**config.mk**
```make
export PLATFORM = sky130hd
export DESIGN_NAME = serial_add_ctrl
export DESIGN_NICKNAME = d
export VERILOG_FILES = /design/src/rtl/serial_add_ctrl.sv
export SDC_FILE = /design/constraint.sdc
export NUM_CORES = 1
export LEC_CHECK = 0
export ABC_AREA = 1
export ABC_CLOCK_PERIOD_IN_PS = 1580
export CAP_MARGIN = 20
export CORE_AREA = 2 2 71 73
export DETAILED_ROUTE_END_ITERATION = 8
export DIE_AREA = 0 0 73 75
export REMOVE_ABC_BUFFERS = 1
export SYNTH_ARGS = -nofsm -noshare
export SYNTH_HDL_FRONTEND = slang
export SYNTH_SLANG_ARGS = --single-unit
```
**constraint.sdc**
```tcl
create_clock -name clk -period 1.58 [get_ports clk]
set_clock_uncertainty 0.2 [all_clocks]
set_input_delay 0.316 -clock clk [delete_from_list [all_inputs] [get_ports clk]]
set_output_delay 0.316 -clock clk [all_outputs]
set_load 0.005 [all_outputs]
```
**src/rtl/serial_add_ctrl.sv**
```systemverilog
`default_nettype none
// ============================================================================
// serial_add_ctrl : bit-serial add/subtract sequencer sharing one 1-bit adder slice
// Revision: 1.0
// ============================================================================

module half_adder_cell (
  input  logic a,
  input  logic b,
  output logic sum,
  output logic cout
);
  assign sum  = a ^ b;
  assign cout = a & b;
endmodule

module serial_add_ctrl #(
  parameter int WIDTH = 8
) (
  input  logic             clk,
  input  logic             rst,
  input  logic             start,
  input  logic             sub,
  input  logic [WIDTH-1:0] in0,
  input  logic [WIDTH-1:0] in1,
  output logic             busy,
  output logic             done,
  output logic [WIDTH-1:0] result,
  output logic             carry,
  output logic             overflow
);

  localparam int c_cnt_w = $clog2(WIDTH);
  localparam logic [c_cnt_w-1:0] c_last = c_cnt_w'(WIDTH - 1);

  typedef enum logic [1:0] {
    S_IDLE = 2'd0,
    S_RUN  = 2'd1,
    S_DONE = 2'd2
  } state_t;

  state_t             r_state;
  state_t             w_state_nxt;
  logic [WIDTH-1:0]   r_a;
  logic [WIDTH-1:0]   r_b;
  logic [WIDTH-1:0]   r_acc;
  logic               r_cy;
  logic [c_cnt_w-1:0] r_cnt;
  logic [WIDTH-1:0]   r_result;
  logic               r_carry;
  logic               r_ovf;

  logic w_s1, w_c1, w_sum, w_c2, w_cout;
  logic w_load, w_last;

  // Full-adder slice: two half-adder cells plus an OR for the carry.
  half_adder_cell u_ha0 (.a(r_a[0]), .b(r_b[0]), .sum(w_s1),  .cout(w_c1));
  half_adder_cell u_ha1 (.a(w_s1),   .b(r_cy),   .sum(w_sum), .cout(w_c2));
  assign w_cout = w_c1 | w_c2;

  assign w_load = start && ((r_state == S_IDLE) || (r_state == S_DONE));
  assign w_last = (r_state == S_RUN) && (r_cnt == c_last);

  always_ff @(posedge clk or posedge rst) begin
    if (rst) r_state <= S_IDLE;
    else     r_state <= w_state_nxt;
  end

  always_comb begin
    w_state_nxt = r_state;
    busy        = 1'b0;
    done        = 1'b0;
    case (r_state)
      S_IDLE: if (start) w_state_nxt = S_RUN;
      S_RUN: begin
        busy = 1'b1;
        if (r_cnt == c_last) w_state_nxt = S_DONE;
      end
      S_DONE: begin
        done        = 1'b1;
        w_state_nxt = start ? S_RUN : S_IDLE;
      end
      default: w_state_nxt = S_IDLE;
    endcase
  end

  // Subtraction: invert B and seed the carry with 1 (two's complement).
  always_ff @(posedge clk or posedge rst) begin
    if (rst) begin
      r_a      <= '0;
      r_b      <= '0;
      r_acc    <= '0;
      r_cy     <= 1'b0;
      r_cnt    <= '0;
      r_result <= '0;
      r_carry  <= 1'b0;
      r_ovf    <= 1'b0;
    end else if (w_load) begin
      r_a   <= in0;
      r_b   <= sub ? ~in1 : in1;
      r_cy  <= sub;
      r_cnt <= '0;
    end else if (r_state == S_RUN) begin
      r_a   <= r_a >> 1;
      r_b   <= r_b >> 1;
      r_acc <= {w_sum, r_acc[WIDTH-1:1]};
      r_cy  <= w_cout;
      r_cnt <= r_cnt + c_cnt_w'(1);
      // r_cy still holds the carry into the MSB while the last bit is processed.
      if (w_last) begin
        r_result <= {w_sum, r_acc[WIDTH-1:1]};
        r_carry  <= w_cout;
        r_ovf    <= r_cy ^ w_cout;
      end
    end
  end

  assign result   = r_result;
  assign carry    = r_carry;
  assign overflow = r_ovf;

endmodule
`default_nettype wire

```
# Word-level counts from Yosys, hierarchy flattened
# Index checks and enable logic that the tools add are counted.
classes:
  shift: 0
  multipliers: 0
  div: 0
  mux: 15
  order_cmp: 0
  reduce_logical: 8
  eq_ne: 5
  bitwise_logic: 8
  n_addsub: 1
op_table:
  columns: ["operator", "n"]
  rows:
  - ["8-bit 2-to-1 mux", 5]
  - ["8-bit inverter", 1]
  - ["3-bit 2-to-1 mux", 2]
  - ["2-bit one-hot mux with 3 select lines", 1]
  - ["1-bit 2-to-1 mux", 5]
  - ["2-bit 2-to-1 mux", 2]
  - ["2-bit != test, second input constant", 2]
  - ["2-bit AND reduction", 2]
  - ["3-bit by 1-bit adder with 3-bit output, second input constant", 1]
  - ["3-bit == test, second input constant", 1]
  - ["3-bit AND reduction", 1]
  - ["1-bit bitwise XOR", 3]
  - ["1-bit bitwise AND", 2]
  - ["2-bit by 1-bit == test with 1-bit output, second input constant", 1]
  - ["2-bit == test, second input constant", 1]
  - ["1-bit logical AND", 2]
  - ["2-bit logical NOT", 1]
  - ["2-bit nonzero test", 1]
  - ["1-bit logical OR", 1]
  - ["1-bit inverter", 1]
  - ["1-bit OR", 1]
word_totals:
  in_bits: 20
  latch_bits: 0
  memories: 0
  romBits: 0
  mem_bits_rw: 0
  ff_bits: 40

# Depth between registers and ports, before layout
logic_depth:
  word_depth: 5
  mapped_depth: 7

# Hierarchy
# A second synthesis with hierarchy kept.
hier_totals:
  cells_unflattened: 239
  area_unflattened_um2: 1898.1
modules_own_cells:
  columns: ["module", "area_each_um2", "instances", "cells_per_inst", "seq_area_each_um2"]
  rows:
  - ["serial_add_ctrl", 1873.0, 1, 237, 975.9]
  - ["half_adder_cell", 12.5, 2, 1, 0.0]

# Worst setup path before layout
# No wires, ideal clock.
synth_timing:
  kind: "register to register"
  start: "reg r_cnt[0]"
  end: "reg r_carry, in the netlist carry"
  setup_slack_ps: 130
  setup_time_ps: 131
  t_required_ps: 1249
  synth_period_minus_slack_ps: 1450
  t_arrival_ps: 1120
  path_stages_with_launch: 6
  cell_sequence: "dfrtp_1 ha_1 ha_1 nand2_1 clkbuf_1 o21ai_0"
synth_via:
  elab_chain_len: 3
synth_lines:
  columns: ["element", "line_no", "rtl"]
  rows:
  - ["from (decl)", "48", "logic [c_cnt_w-1:0] r_cnt;"]
  - ["from (signal assigned)", "108", "r_cnt <= r_cnt + c_cnt_w'(1);"]
  - ["3-bit == test", "62", "assign w_last = (r_state == S_RUN) && (r_cnt == c_last);"]
  - ["1-bit logical AND", "62", null]
  - ["3-bit AND reduction (no source line)", null, null]
  - ["to (signal assigned)", "112", "r_carry <= w_cout;"]
  - ["to (decl)", "50", "logic r_carry;"]
# Every way passes these cells.
# A chain may end at the register's enable or synchronous reset.

# Final worst setup path
layout_timing:
  start: "reg r_state[1]"
  end: "out busy"
layout_via:
  elab_chain_len: 2
layout_lines:
  columns: ["element", "line_no", "rtl"]
  rows:
  - ["from (decl)", "42", "state_t r_state;"]
  - ["from (signal assigned)", "66", "else r_state <= w_state_nxt;"]
  - ["2-bit by 1-bit == test with 1-bit output", "73", "case (r_state)"]
  - ["1-bit 2-to-1 mux", "73", null]
  - ["to (decl)", "26", "output logic busy,"]
# Every way passes these cells.

==> results_dict.tcl <==
set metrics [dict create \
    rsz_0062_raised_after_global_routing "true" \
    vdd.ir_drop.worst_v 0.000585 \
    setup.worst_path.class "register to primary output" \
    synth_top_cell_area_share 0.540 \
    layout-drive-gt1-share 0.147 \
    hold_buffers 0 \
    post_synth_main_area_contributors "dfrtp_1 54%, nand2_1 21%, inv_1 6.0%, o21ai_0 5.5%, nand3_1 4.2%" \
    layout_min_cycle_time_ns 1.61 \
    pwr_density_cell_nw_per_um2 1770 \
    floorplan.rows 25 \
    finalWirelength_um 3710 \
    grt_pass1_vias 1456 \
    synth.cell_area_sq_um 1810 \
    htree_levels 2 \
    grt_overflow_total 0 \
    detailedRoute.firstIterationViolations 67 \
    drc_errors 0 \
    final_nets 308 \
    fin_crit_sh 1.02 \
    final_critical_path_setup_slack_ns -0.0334 \
    synth.avg_cell_area_sq_um 7.89 \
    tritoncts "done" \
    drt_pre_antenna_iters 4 \
    route.detailed.vias_per_inst 4.48 \
    asyncSetResetFlopFracSynth 1.00 \
    crit_slowest_cell "dfrtp_1" \
    power.leakage_nw 1.33 \
    mostFrequentLayoutCell "nand2_1" \
    finalHoldViolations 0 \
    hpwlAfterDp_um 2510 \
    timing.hold.worst.class "input port to asynchronous set/reset pin" \
    max_slew.worst_pin.slew_ns 0.243 \
    finalHoldWorstSlack_ns 0.188 \
    layout-area-overhead-vs-synth_pct 35.0 \
    max_freq_mhz 620 \
    clock-sinks 39 \
    die_area_sq_um 5480 \
    failed_checks "negative setup slack" \
    initial_utilization 0.388 \
    routed_wire_per_std_cell_um 10.9 \
    ctsRootBufferMaster "clkbuf_8" \
    chipWidth_um 73 \
    yosysWarningCount 0 \
    crit_path_start_kind "register" \
    antenna_violating_nets_left 0 \
    die_h_um 75 \
    timing.slew.headroom 0.838 \
    synth_cells 229 \
    timing.critical_path.required_ns 1.06 \
    synth_seq_cells 39 \
    clock_insertion_delay_worst_skew_ns 0.29 \
    outcome "finished, violations left" \
    placeableCoreArea_sq_um 4660 \
    postSynth.topFlopCell "dfrtp_1" \
    critical_path_arrival_ns 1.10 \
    timing.critical_path.cells "buf_4, nor2_4, buf_2" \
    boundaryPins 32 \
    synth_edf_count 0 \
    ys_types 18 \
    timing.final.setup_violations 1 \
    post_synthesis_sequential_area_ratio 0.540 \
    critPathCaptureType "primary output" \
    final_util 0.523 \
    dr_total_vias 1524 \
    synth_top_cell_by_area "dfrtp_1" \
    tritoncts.num_buffers 5 \
    clockBufferDepth 2 \
    final_cell_mix "98 x nand2_1, 39 x dfrtp_1, 29 x inv_1, 23 x buf_4, 20 x o21ai_0" \
    place.port_buffers 31 \
    final-max-slew-violation-count 0 \
    grt_start_max_net_pins 40 \
    first_pass_grt_wire_length_um 6420 \
    grt_util_all_layers 0.152 \
    clk_pin_slew_ns 0.08 \
    slowest_delay_ns 0.39 \
    drv.max_cap_violation_count 0 \
    cp_max_fo 2 \
    grt_antenna_before_repair 0 \
    place.gp.congestion 0.760 \
    antenna-diode-count 0 \
]
kinds of logic (layout without fill, tap and decap cells):
logic type | count (synthesis) | in the layout | synth area share
AO/OA/AOI/OAI | 22 | 22 | 0.0609
XOR/XNOR | 2 | 2 | 0.00970
adder cells (fa/ha/maj) | 3 | 3 | 0.0249
buffers and inverters | 40 | 97 | 0.0900
flip-flops | 39 | 39 | 0.540
AND/OR/NAND/NOR | 123 | 123 | 0.274
state kept, by name (all words and copies together), names as in the netlist:
name      count
r_acc         7
r_state       2
r_cnt         3
carry         1
r_b           8
result        8
r_a           8
overflow      1
r_cy          1
critical path, delay by kind of cell (launching register included):
family | cells | cell delay, ns
flops | 1 | 0.39
buf+inv | 2 | 0.28
simple gates | 1 | 0.15
Yosys cell counts, types with 2 or more instances:
| cell type | number |
|---|---|
| nand2_1 | 99 |
| nand2_2 | 2 |
| xnor2_1 | 2 |
| nand3_1 | 15 |
| dfrtp_1 | 39 |
| buf_2 | 7 |
| inv_1 | 29 |
| inv_2 | 2 |
| o21ai_0 | 20 |
| ha_1 | 2 |
| nor2_1 | 5 |
where the power goes:
part | switching (mW) | internal [mW] | leakage (nW)
Combinational | 1.03 | 0.949 | 0.797
Clock | 0.330 | 0.310 | 0.0422
Sequential | 0.239 | 1.46 | 0.489
stage by stage:
step                setup WS, ns  cells  power, mW  TNS, ns  instance area [sq um]
finish                   -0.0334    340       4.32  -0.0334                   2440
floorplan                 0.0181    220       2.75        0                   1760
detailed placement        -0.114    321       3.58    -1.51                   2270
global placement         -0.0959    321       3.55    -1.19                   2270
CTS                       -0.149    337       4.27   -0.279                   2400
global route             -0.0874    340       4.76   -0.127                   2440
area by class of cell:
cell class | instances | area [sq um]
tap | 54 | 67.6
clock inverter | 1 | 5.00
fill | 477 | 2220
inverter | 31 | 119
clock buffer | 7 | 76.3
sequential | 39 | 976
multi-input combinational | 150 | 673
timing repair buffer | 58 | 522
repair_timing:
item,4_1_cts,5_1_grt
buffers inserted,8,2
resized for setup,12,13
endpoints found under the hold margin,0,0
endpoints found under the setup margin,12,20
gates cloned,0,1
routing by layer:
layer,up-vias,global-route usage,wire length (um),part of all wire
met5,-,0,0,0
met4,0,0.0494,42,0.011
met3,7,0.0335,128,0.035
met2,35,0.264,1780,0.48
met1,674,0.190,1760,0.47
li1,808,-,-,-
final timing paths:
check	from	end	slack, ns	cells past startpoint
max in group asynchronous	rst	r_b[1]	0.80	3
min in group clk	result[1]	result[1]	0.28	2
hold / removal	rst	result[5]	0.19	3
setup / recovery	r_state[1]	busy	-0.03	3
setup reg to reg	r_state[0]	r_b[0]	0.09	7
hold reg to reg	result[1]	result[1]	0.28	2
(Power assumes the default switching activity.)
